## src/rtl/icw_sequencer_if.sv

```systemverilog
// Write-strobe/data bundle from the 8259A bus and read-write decoder into the ICW sequencer.
interface icw_sequencer_if;
    logic       write_initial_command_word_1;
    logic       write_odd_address;
    logic [7:0] internal_data_bus;

    modport master (
        output write_initial_command_word_1,
        output write_odd_address,
        output internal_data_bus
    );

    modport slave (
        input  write_initial_command_word_1,
        input  write_odd_address,
        input  internal_data_bus
    );
endinterface

```

## src/rtl/icw_sequencer.sv

```systemverilog
// 8259A initialization-command-word sequencer: captures ICW1..ICW4, then forwards odd writes as OCW1.
// Optional macro ICW_CASCADE_EN enables the ICW3 step and cascade outputs.
module icw_sequencer #(
    parameter int CASCADE_LINES    = 8,
    parameter int CASCADE_ID_WIDTH = 3
) (
    input  logic                        clock,
    input  logic                        reset_n,
    icw_sequencer_if.slave              bus,
    output logic [10:0]                 interrupt_vector_address,
    output logic                        level_or_edge_triggered_config,
    output logic                        call_address_interval_4_or_8_config,
    output logic                        single_or_cascade_config,
    output logic                        set_icw4_config,
    output logic [CASCADE_LINES-1:0]    cascade_device_config,
    output logic [CASCADE_ID_WIDTH-1:0] slave_id,
    output logic                        microprocessor_mode_config,
    output logic                        auto_eoi_config,
    output logic                        buffered_mode_config,
    output logic                        buffered_master_or_slave_config,
    output logic                        special_fully_nested_config,
    output logic                        initialization_clear,
    output logic                        initialization_done,
    output logic                        write_operation_control_word_1
);

    typedef enum logic [2:0] {
        IDLE,
        EXPECT_ICW2,
`ifdef ICW_CASCADE_EN
        EXPECT_ICW3,
`endif
        EXPECT_ICW4,
        READY
    } state_t;

    state_t     state_q, state_d;
    logic [7:0] vec_hi_q, vec_hi_d;
    logic [2:0] vec_lo_q, vec_lo_d;
    logic       ltim_q, ltim_d;
    logic       adi_q, adi_d;
    logic       ic4_q, ic4_d;
    logic       upm_q, upm_d;
    logic       aeoi_q, aeoi_d;
    logic       ms_q, ms_d;
    logic       buf_q, buf_d;
    logic       sfnm_q, sfnm_d;
    logic       clr_q, clr_d;
    logic       ocw1_q, ocw1_d;
`ifdef ICW_CASCADE_EN
    logic                     sngl_q, sngl_d;
    logic [CASCADE_LINES-1:0] casc_q, casc_d;
`endif

    logic [7:0] data;
    assign data = bus.internal_data_bus;

    always_ff @(posedge clock or negedge reset_n) begin
        if (!reset_n) begin
            state_q  <= IDLE;
            vec_hi_q <= '0;
            vec_lo_q <= '0;
            ltim_q   <= 1'b0;
            adi_q    <= 1'b0;
            ic4_q    <= 1'b0;
            upm_q    <= 1'b0;
            aeoi_q   <= 1'b0;
            ms_q     <= 1'b0;
            buf_q    <= 1'b0;
            sfnm_q   <= 1'b0;
            clr_q    <= 1'b0;
            ocw1_q   <= 1'b0;
`ifdef ICW_CASCADE_EN
            sngl_q   <= 1'b0;
            casc_q   <= '0;
`endif
        end else begin
            state_q  <= state_d;
            vec_hi_q <= vec_hi_d;
            vec_lo_q <= vec_lo_d;
            ltim_q   <= ltim_d;
            adi_q    <= adi_d;
            ic4_q    <= ic4_d;
            upm_q    <= upm_d;
            aeoi_q   <= aeoi_d;
            ms_q     <= ms_d;
            buf_q    <= buf_d;
            sfnm_q   <= sfnm_d;
            clr_q    <= clr_d;
            ocw1_q   <= ocw1_d;
`ifdef ICW_CASCADE_EN
            sngl_q   <= sngl_d;
            casc_q   <= casc_d;
`endif
        end
    end

    always_comb begin
        state_d  = state_q;
        vec_hi_d = vec_hi_q;
        vec_lo_d = vec_lo_q;
        ltim_d   = ltim_q;
        adi_d    = adi_q;
        ic4_d    = ic4_q;
        upm_d    = upm_q;
        aeoi_d   = aeoi_q;
        ms_d     = ms_q;
        buf_d    = buf_q;
        sfnm_d   = sfnm_q;
        clr_d    = 1'b0;
        ocw1_d   = 1'b0;
`ifdef ICW_CASCADE_EN
        sngl_d   = sngl_q;
        casc_d   = casc_q;
`endif
        // ICW1 takes priority over a simultaneous odd write, which is dropped.
        if (bus.write_initial_command_word_1) begin
            vec_lo_d = data[7:5];
            ltim_d   = data[3];
            adi_d    = data[2];
            ic4_d    = data[0];
            vec_hi_d = '0;
            upm_d    = 1'b0;
            aeoi_d   = 1'b0;
            ms_d     = 1'b0;
            buf_d    = 1'b0;
            sfnm_d   = 1'b0;
            clr_d    = 1'b1;
            state_d  = EXPECT_ICW2;
`ifdef ICW_CASCADE_EN
            sngl_d   = data[1];
            casc_d   = '0;
`endif
        end else if (bus.write_odd_address) begin
            case (state_q)
                EXPECT_ICW2: begin
                    vec_hi_d = data;
`ifdef ICW_CASCADE_EN
                    if (!sngl_q)
                        state_d = EXPECT_ICW3;
                    else
`endif
                    if (ic4_q)
                        state_d = EXPECT_ICW4;
                    else
                        state_d = READY;
                end
`ifdef ICW_CASCADE_EN
                EXPECT_ICW3: begin
                    casc_d  = CASCADE_LINES'(data);
                    state_d = ic4_q ? EXPECT_ICW4 : READY;
                end
`endif
                EXPECT_ICW4: begin
                    upm_d   = data[0];
                    aeoi_d  = data[1];
                    ms_d    = data[2];
                    buf_d   = data[3];
                    sfnm_d  = data[4];
                    state_d = READY;
                end
                READY:   ocw1_d = 1'b1;
                default: ;
            endcase
        end
    end

    assign interrupt_vector_address            = {vec_hi_q, vec_lo_q};
    assign level_or_edge_triggered_config      = ltim_q;
    assign call_address_interval_4_or_8_config = adi_q;
    assign set_icw4_config                     = ic4_q;
    assign microprocessor_mode_config          = upm_q;
    assign auto_eoi_config                     = aeoi_q;
    assign buffered_master_or_slave_config     = ms_q;
    assign buffered_mode_config                = buf_q;
    assign special_fully_nested_config         = sfnm_q;
    assign initialization_clear                = clr_q;
    assign initialization_done                 = (state_q == READY);
    assign write_operation_control_word_1      = ocw1_q;
`ifdef ICW_CASCADE_EN
    assign single_or_cascade_config            = sngl_q;
    assign cascade_device_config               = casc_q;
    assign slave_id                            = casc_q[CASCADE_ID_WIDTH-1:0];
`else
    assign single_or_cascade_config            = 1'b1;
    assign cascade_device_config               = '0;
    assign slave_id                            = '0;
`endif

endmodule

```

## src/flat_wrapper.sv

```systemverilog
// flat-port wrapper written by rule: the top's interface ports become plain ports
module icw_sequencer_flat 
#(
    parameter int CASCADE_LINES    = 8,
    parameter int CASCADE_ID_WIDTH = 3
)
  (clock, reset_n, interrupt_vector_address, level_or_edge_triggered_config, call_address_interval_4_or_8_config, single_or_cascade_config, set_icw4_config, cascade_device_config, slave_id, microprocessor_mode_config, auto_eoi_config, buffered_mode_config, buffered_master_or_slave_config, special_fully_nested_config, initialization_clear, initialization_done, write_operation_control_word_1, bus_write_initial_command_word_1, bus_write_odd_address, bus_internal_data_bus);
  icw_sequencer_if bus_i ();
  input  logic clock;
  input  logic reset_n;
  output logic [10:0] interrupt_vector_address;
  output logic level_or_edge_triggered_config;
  output logic call_address_interval_4_or_8_config;
  output logic single_or_cascade_config;
  output logic set_icw4_config;
  output logic [CASCADE_LINES-1:0] cascade_device_config;
  output logic [CASCADE_ID_WIDTH-1:0] slave_id;
  output logic microprocessor_mode_config;
  output logic auto_eoi_config;
  output logic buffered_mode_config;
  output logic buffered_master_or_slave_config;
  output logic special_fully_nested_config;
  output logic initialization_clear;
  output logic initialization_done;
  output logic write_operation_control_word_1;
  input wire logic [$bits(bus_i.write_initial_command_word_1)-1:0] bus_write_initial_command_word_1;
  input wire logic [$bits(bus_i.write_odd_address)-1:0] bus_write_odd_address;
  input wire logic [$bits(bus_i.internal_data_bus)-1:0] bus_internal_data_bus;
  assign bus_i.write_initial_command_word_1 = bus_write_initial_command_word_1;
  assign bus_i.write_odd_address = bus_write_odd_address;
  assign bus_i.internal_data_bus = bus_internal_data_bus;
  icw_sequencer #(.CASCADE_LINES(CASCADE_LINES), .CASCADE_ID_WIDTH(CASCADE_ID_WIDTH)) u_core (.clock(clock), .reset_n(reset_n), .bus(bus_i), .interrupt_vector_address(interrupt_vector_address), .level_or_edge_triggered_config(level_or_edge_triggered_config), .call_address_interval_4_or_8_config(call_address_interval_4_or_8_config), .single_or_cascade_config(single_or_cascade_config), .set_icw4_config(set_icw4_config), .cascade_device_config(cascade_device_config), .slave_id(slave_id), .microprocessor_mode_config(microprocessor_mode_config), .auto_eoi_config(auto_eoi_config), .buffered_mode_config(buffered_mode_config), .buffered_master_or_slave_config(buffered_master_or_slave_config), .special_fully_nested_config(special_fully_nested_config), .initialization_clear(initialization_clear), .initialization_done(initialization_done), .write_operation_control_word_1(write_operation_control_word_1));
endmodule
```

## config.mk

```make
export PLATFORM = sky130hd
export DESIGN_NAME = icw_sequencer_flat
export DESIGN_NICKNAME = d
export VERILOG_FILES = /design/src/rtl/icw_sequencer_if.sv /design/src/rtl/icw_sequencer.sv /design/src/flat_wrapper.sv
export SDC_FILE = /design/constraint.sdc
export NUM_CORES = 1
export LEC_CHECK = 0
export ABC_AREA = 1
export CAP_MARGIN = 20
export CORE_UTILIZATION = 46
export CTS_BUF_LIST = sky130_fd_sc_hd__clkbuf_8
export CTS_CLUSTER_DIAMETER = 80
export CTS_CLUSTER_SIZE = 24
export DETAILED_ROUTE_END_ITERATION = 16
export PLACE_DENSITY = 0.93
export SLEW_MARGIN = 40
export SYNTH_ARGS = -nofsm -noshare
export SYNTH_HDL_FRONTEND = slang
export SYNTH_SLANG_ARGS = --single-unit
```

## constraint.sdc

```tcl
create_clock -name clock -period 2.75 [get_ports clock]
set_input_delay 0.55 -clock clock [delete_from_list [all_inputs] [get_ports clock]]
set_output_delay 0.55 -clock clock [all_outputs]
set_load 0.1 [all_outputs]
```

==> results.json <==
{
  "area_delta_synth_final_pct": 27.3,
  "gr-total-overflow": 0,
  "grt_pass1_vias": 812,
  "critPathLaunchType": "flip-flop",
  "grt_pass1_wl_um": 3380,
  "reg2reg_from": "u_core.state_q[1]",
  "gp_congestion": 0.772,
  "crit_cells": 3,
  "drive_above_1_share_pct": 22.6,
  "status": "completed",
  "hold_violations": 0,
  "fin_util_pct": 61.8,
  "report.power.total_mw": 0.976,
  "grt_max_degree": 29,
  "fmax_mhz": 597,
  "worst_ep_required_time_ps": 2200,
  "ys_seq_area_share_pct": 54.1,
  "worstPathMaxFanout": 5,
  "hold_buffers": 0,
  "clock_latency_ps": 260,
  "cp_top_family": "flip-flops",
  "worstPathCellList": "nand2_1 -> inv_1 -> buf_4",
  "async_reset_ff_share_pct": 100,
  "dp_hpwl_um": 1560,
  "netlist_instances": 122,
  "netlist.area_leader.share_pct": 54.1,
  "initial_core_util_pct": 48.5,
  "ys_top_cells_by_area": "dfrtp_1 54%, nand2_1 16%, buf_4 9.2%, nand3_1 6.6%, nand3_2 2.8%",
  "final_area_sq_um": 1350,
  "grtUsageTotal_pct": 18.1,
  "postCtsSetupBuffers": 0,
  "io_pins": 46,
  "core_sq_um": 2190,
  "path_buf_inv": 2,
  "period_needed_ps": 1670,
  "report.final.setup_viol": 0,
  "p_leak_nw": 0.755,
  "ys.flop_type": "dfrtp_1",
  "route.detailed.drc": 0,
  "worstHoldEndpoint": "u_core.level_or_edge_triggered_config",
  "root_buffer": "clkbuf_8",
  "dr.pass1.iters": 5,
  "post_cts_resized": 0,
  "die_w_um": 50.1,
  "synth_top_cells_by_count": "44 x nand2_1, 23 x dfrtp_1, 14 x nand3_1",
  "numCtsBuffers": 3,
  "min_from": "u_core.level_or_edge_triggered_config",
  "end_kind": "output port",
  "synthDistinctLibCells": 17,
  "synth.avg_cell_area_sq_um": 8.72,
  "rrSetupSlack_ps": 1480,
  "fp-row-count": 17,
  "nets": 168,
  "criticalPathCategory": "flip-flop to output port",
  "min_path_type": "flip-flop to flip-flop",
  "rsz0062_at_grt": "false",
  "die_area_sq_um": 2510,
  "ir_drop_mv": 0.341,
  "htree_levels": 1,
  "syn-cell-area_sq_um": 1060,
  "via_per_inst": 4.77,
  "p_per_area_nw_per_um2": 721,
  "finClkSkew_ps": 4.53,
  "drt_iter0_markers": 25,
  "wl_per_cell_um": 11.5,
  "arrival_ps": 1120,
  "placed_area_sq_um": 1310,
  "synth_seq_cells": 23,
  "tns_ps": 0,
  "fillCellCount": 165,
  "max_stage_delay_ps": 440,
  "portBuffers": 33,
  "wl_um": 2100,
  "min_period_over_period_pct": 60.9,
  "cts_sinks": 23,
  "cts_buffer_depth": 2,
  "reg2reg_depth": 5,
  "yosys.area.top_type": "dfrtp_1",
  "vias": 873,
  "antenna_cells": 0,
  "yosys_warnings": 0,
  "multiInputGateArea_sq_um": 377,
  "antenna_found_initial": 0,
  "die_y_um": 50.1,
  "synth_most_common_cell": "nand2_1",
  "reg2reg_to": "u_core.vec_hi_q[6]",
  "cts_tree": "built",
  "drv_slew": 0,
  "holdPathStages": 2,
  "seq_area_sq_um": 576,
  "maxCapViolations": 0,
  "synth_edf_count": 0,
  "drtAntennaViolNets": 0,
  "crit_slowest_cell": "dfrtp_1",
  "clk_pin_slew_ps": 80
}
## metrics by stage
step / instances / setup slack, ps / hold slack, ps
2_1_floorplan: 132 / 1130 / 254
3_3_place_gp: 179 / 908 / 460
3_5_place_dp: 179 / 847 / 472
4_1_cts: 183 / 1070 / 492
5_1_grt: 183 / 988 / 511
6_report: 183 / 1080 / 488
## final cells by class
class	instances	area share [%]
Clock buffer	3	3.05
Clock inverter	1	0.370
Inverter	8	2.22
Multi-Input combinational cell	85	27.8
Sequential cell	23	42.5
Tap cell	28	2.59
Timing Repair Buffer	35	21.4
## worst min-delay path, stage by stage, from the launching register on
cell	delay, ps
dfrtp_1	350
nand2_1	60
nand2_1	50
## report_power, final
group / switching [mW] / internal (mW) / leakage, nW
sequential: 0.0192 / 0.365 / 0.296
combinational: 0.319 / 0.0662 / 0.433
clock: 0.106 / 0.101 / 0.0255
## how the worst max path moves through the flow
stage	start	endpoint	slack, ps
finish	u_core.state_q[1]	initialization_done	1080
global route	u_core.state_q[1]	initialization_done	990
CTS	u_core.state_q[1]	initialization_done	1070
detailed placement	bus_write_initial_command_word_1	u_core.auto_eoi_config	850
global placement	bus_write_odd_address	u_core.vec_hi_q[4]	910
floorplan	u_core.state_q[1]	initialization_done	1130
## state kept, by name, summed over array words and instances, names as in the netlist
name	flops
u_core.microprocessor_mode_config	1
u_core.buffered_mode_config	1
u_core.auto_eoi_config	1
u_core.set_icw4_config	1
u_core.vec_lo_q	3
u_core.write_operation_control_word_1	1
u_core.call_address_interval_4_or_8_config	1
u_core.level_or_edge_triggered_config	1
u_core.vec_hi_q	8
u_core.buffered_master_or_slave_config	1
u_core.special_fully_nested_config	1
u_core.state_q	2
u_core.initialization_clear	1
## placed cells by master, fill, tap and decap left out, types with 2 or more instances in the layout
cell / instances
dfrtp_1: 23
nand3_2: 3
o21ai_0: 4
nand2_1: 44
clkbuf_8: 3
clkdlybuf4s50_1: 11
inv_1: 6
conb_1: 12
nor2_1: 3
inv_2: 2
nand3_1: 14
buf_4: 24
## per-layer routing
layer	share of wire [%]	track usage, %	vias up
li1	-	-	423
met1	41	23.1	406
met4	0	4.76	0
met3	8.0	4.32	0
met2	51	30.4	44
met5	0	0	-
## cells by family (layout without fill, tap and decap cells)
| family | Yosys count | in the layout | synth area share, % |
|---|---|---|---|
| other | 2 | 12 | 0.706 |
| buffers and inverters | 24 | 47 | 14.0 |
| flip-flops | 23 | 23 | 54.1 |
| AO/OA/AOI/OAI | 6 | 6 | 3.06 |
| AND/OR/NAND/NOR | 67 | 67 | 28.1 |
Power figures use the tool's default switching activity.
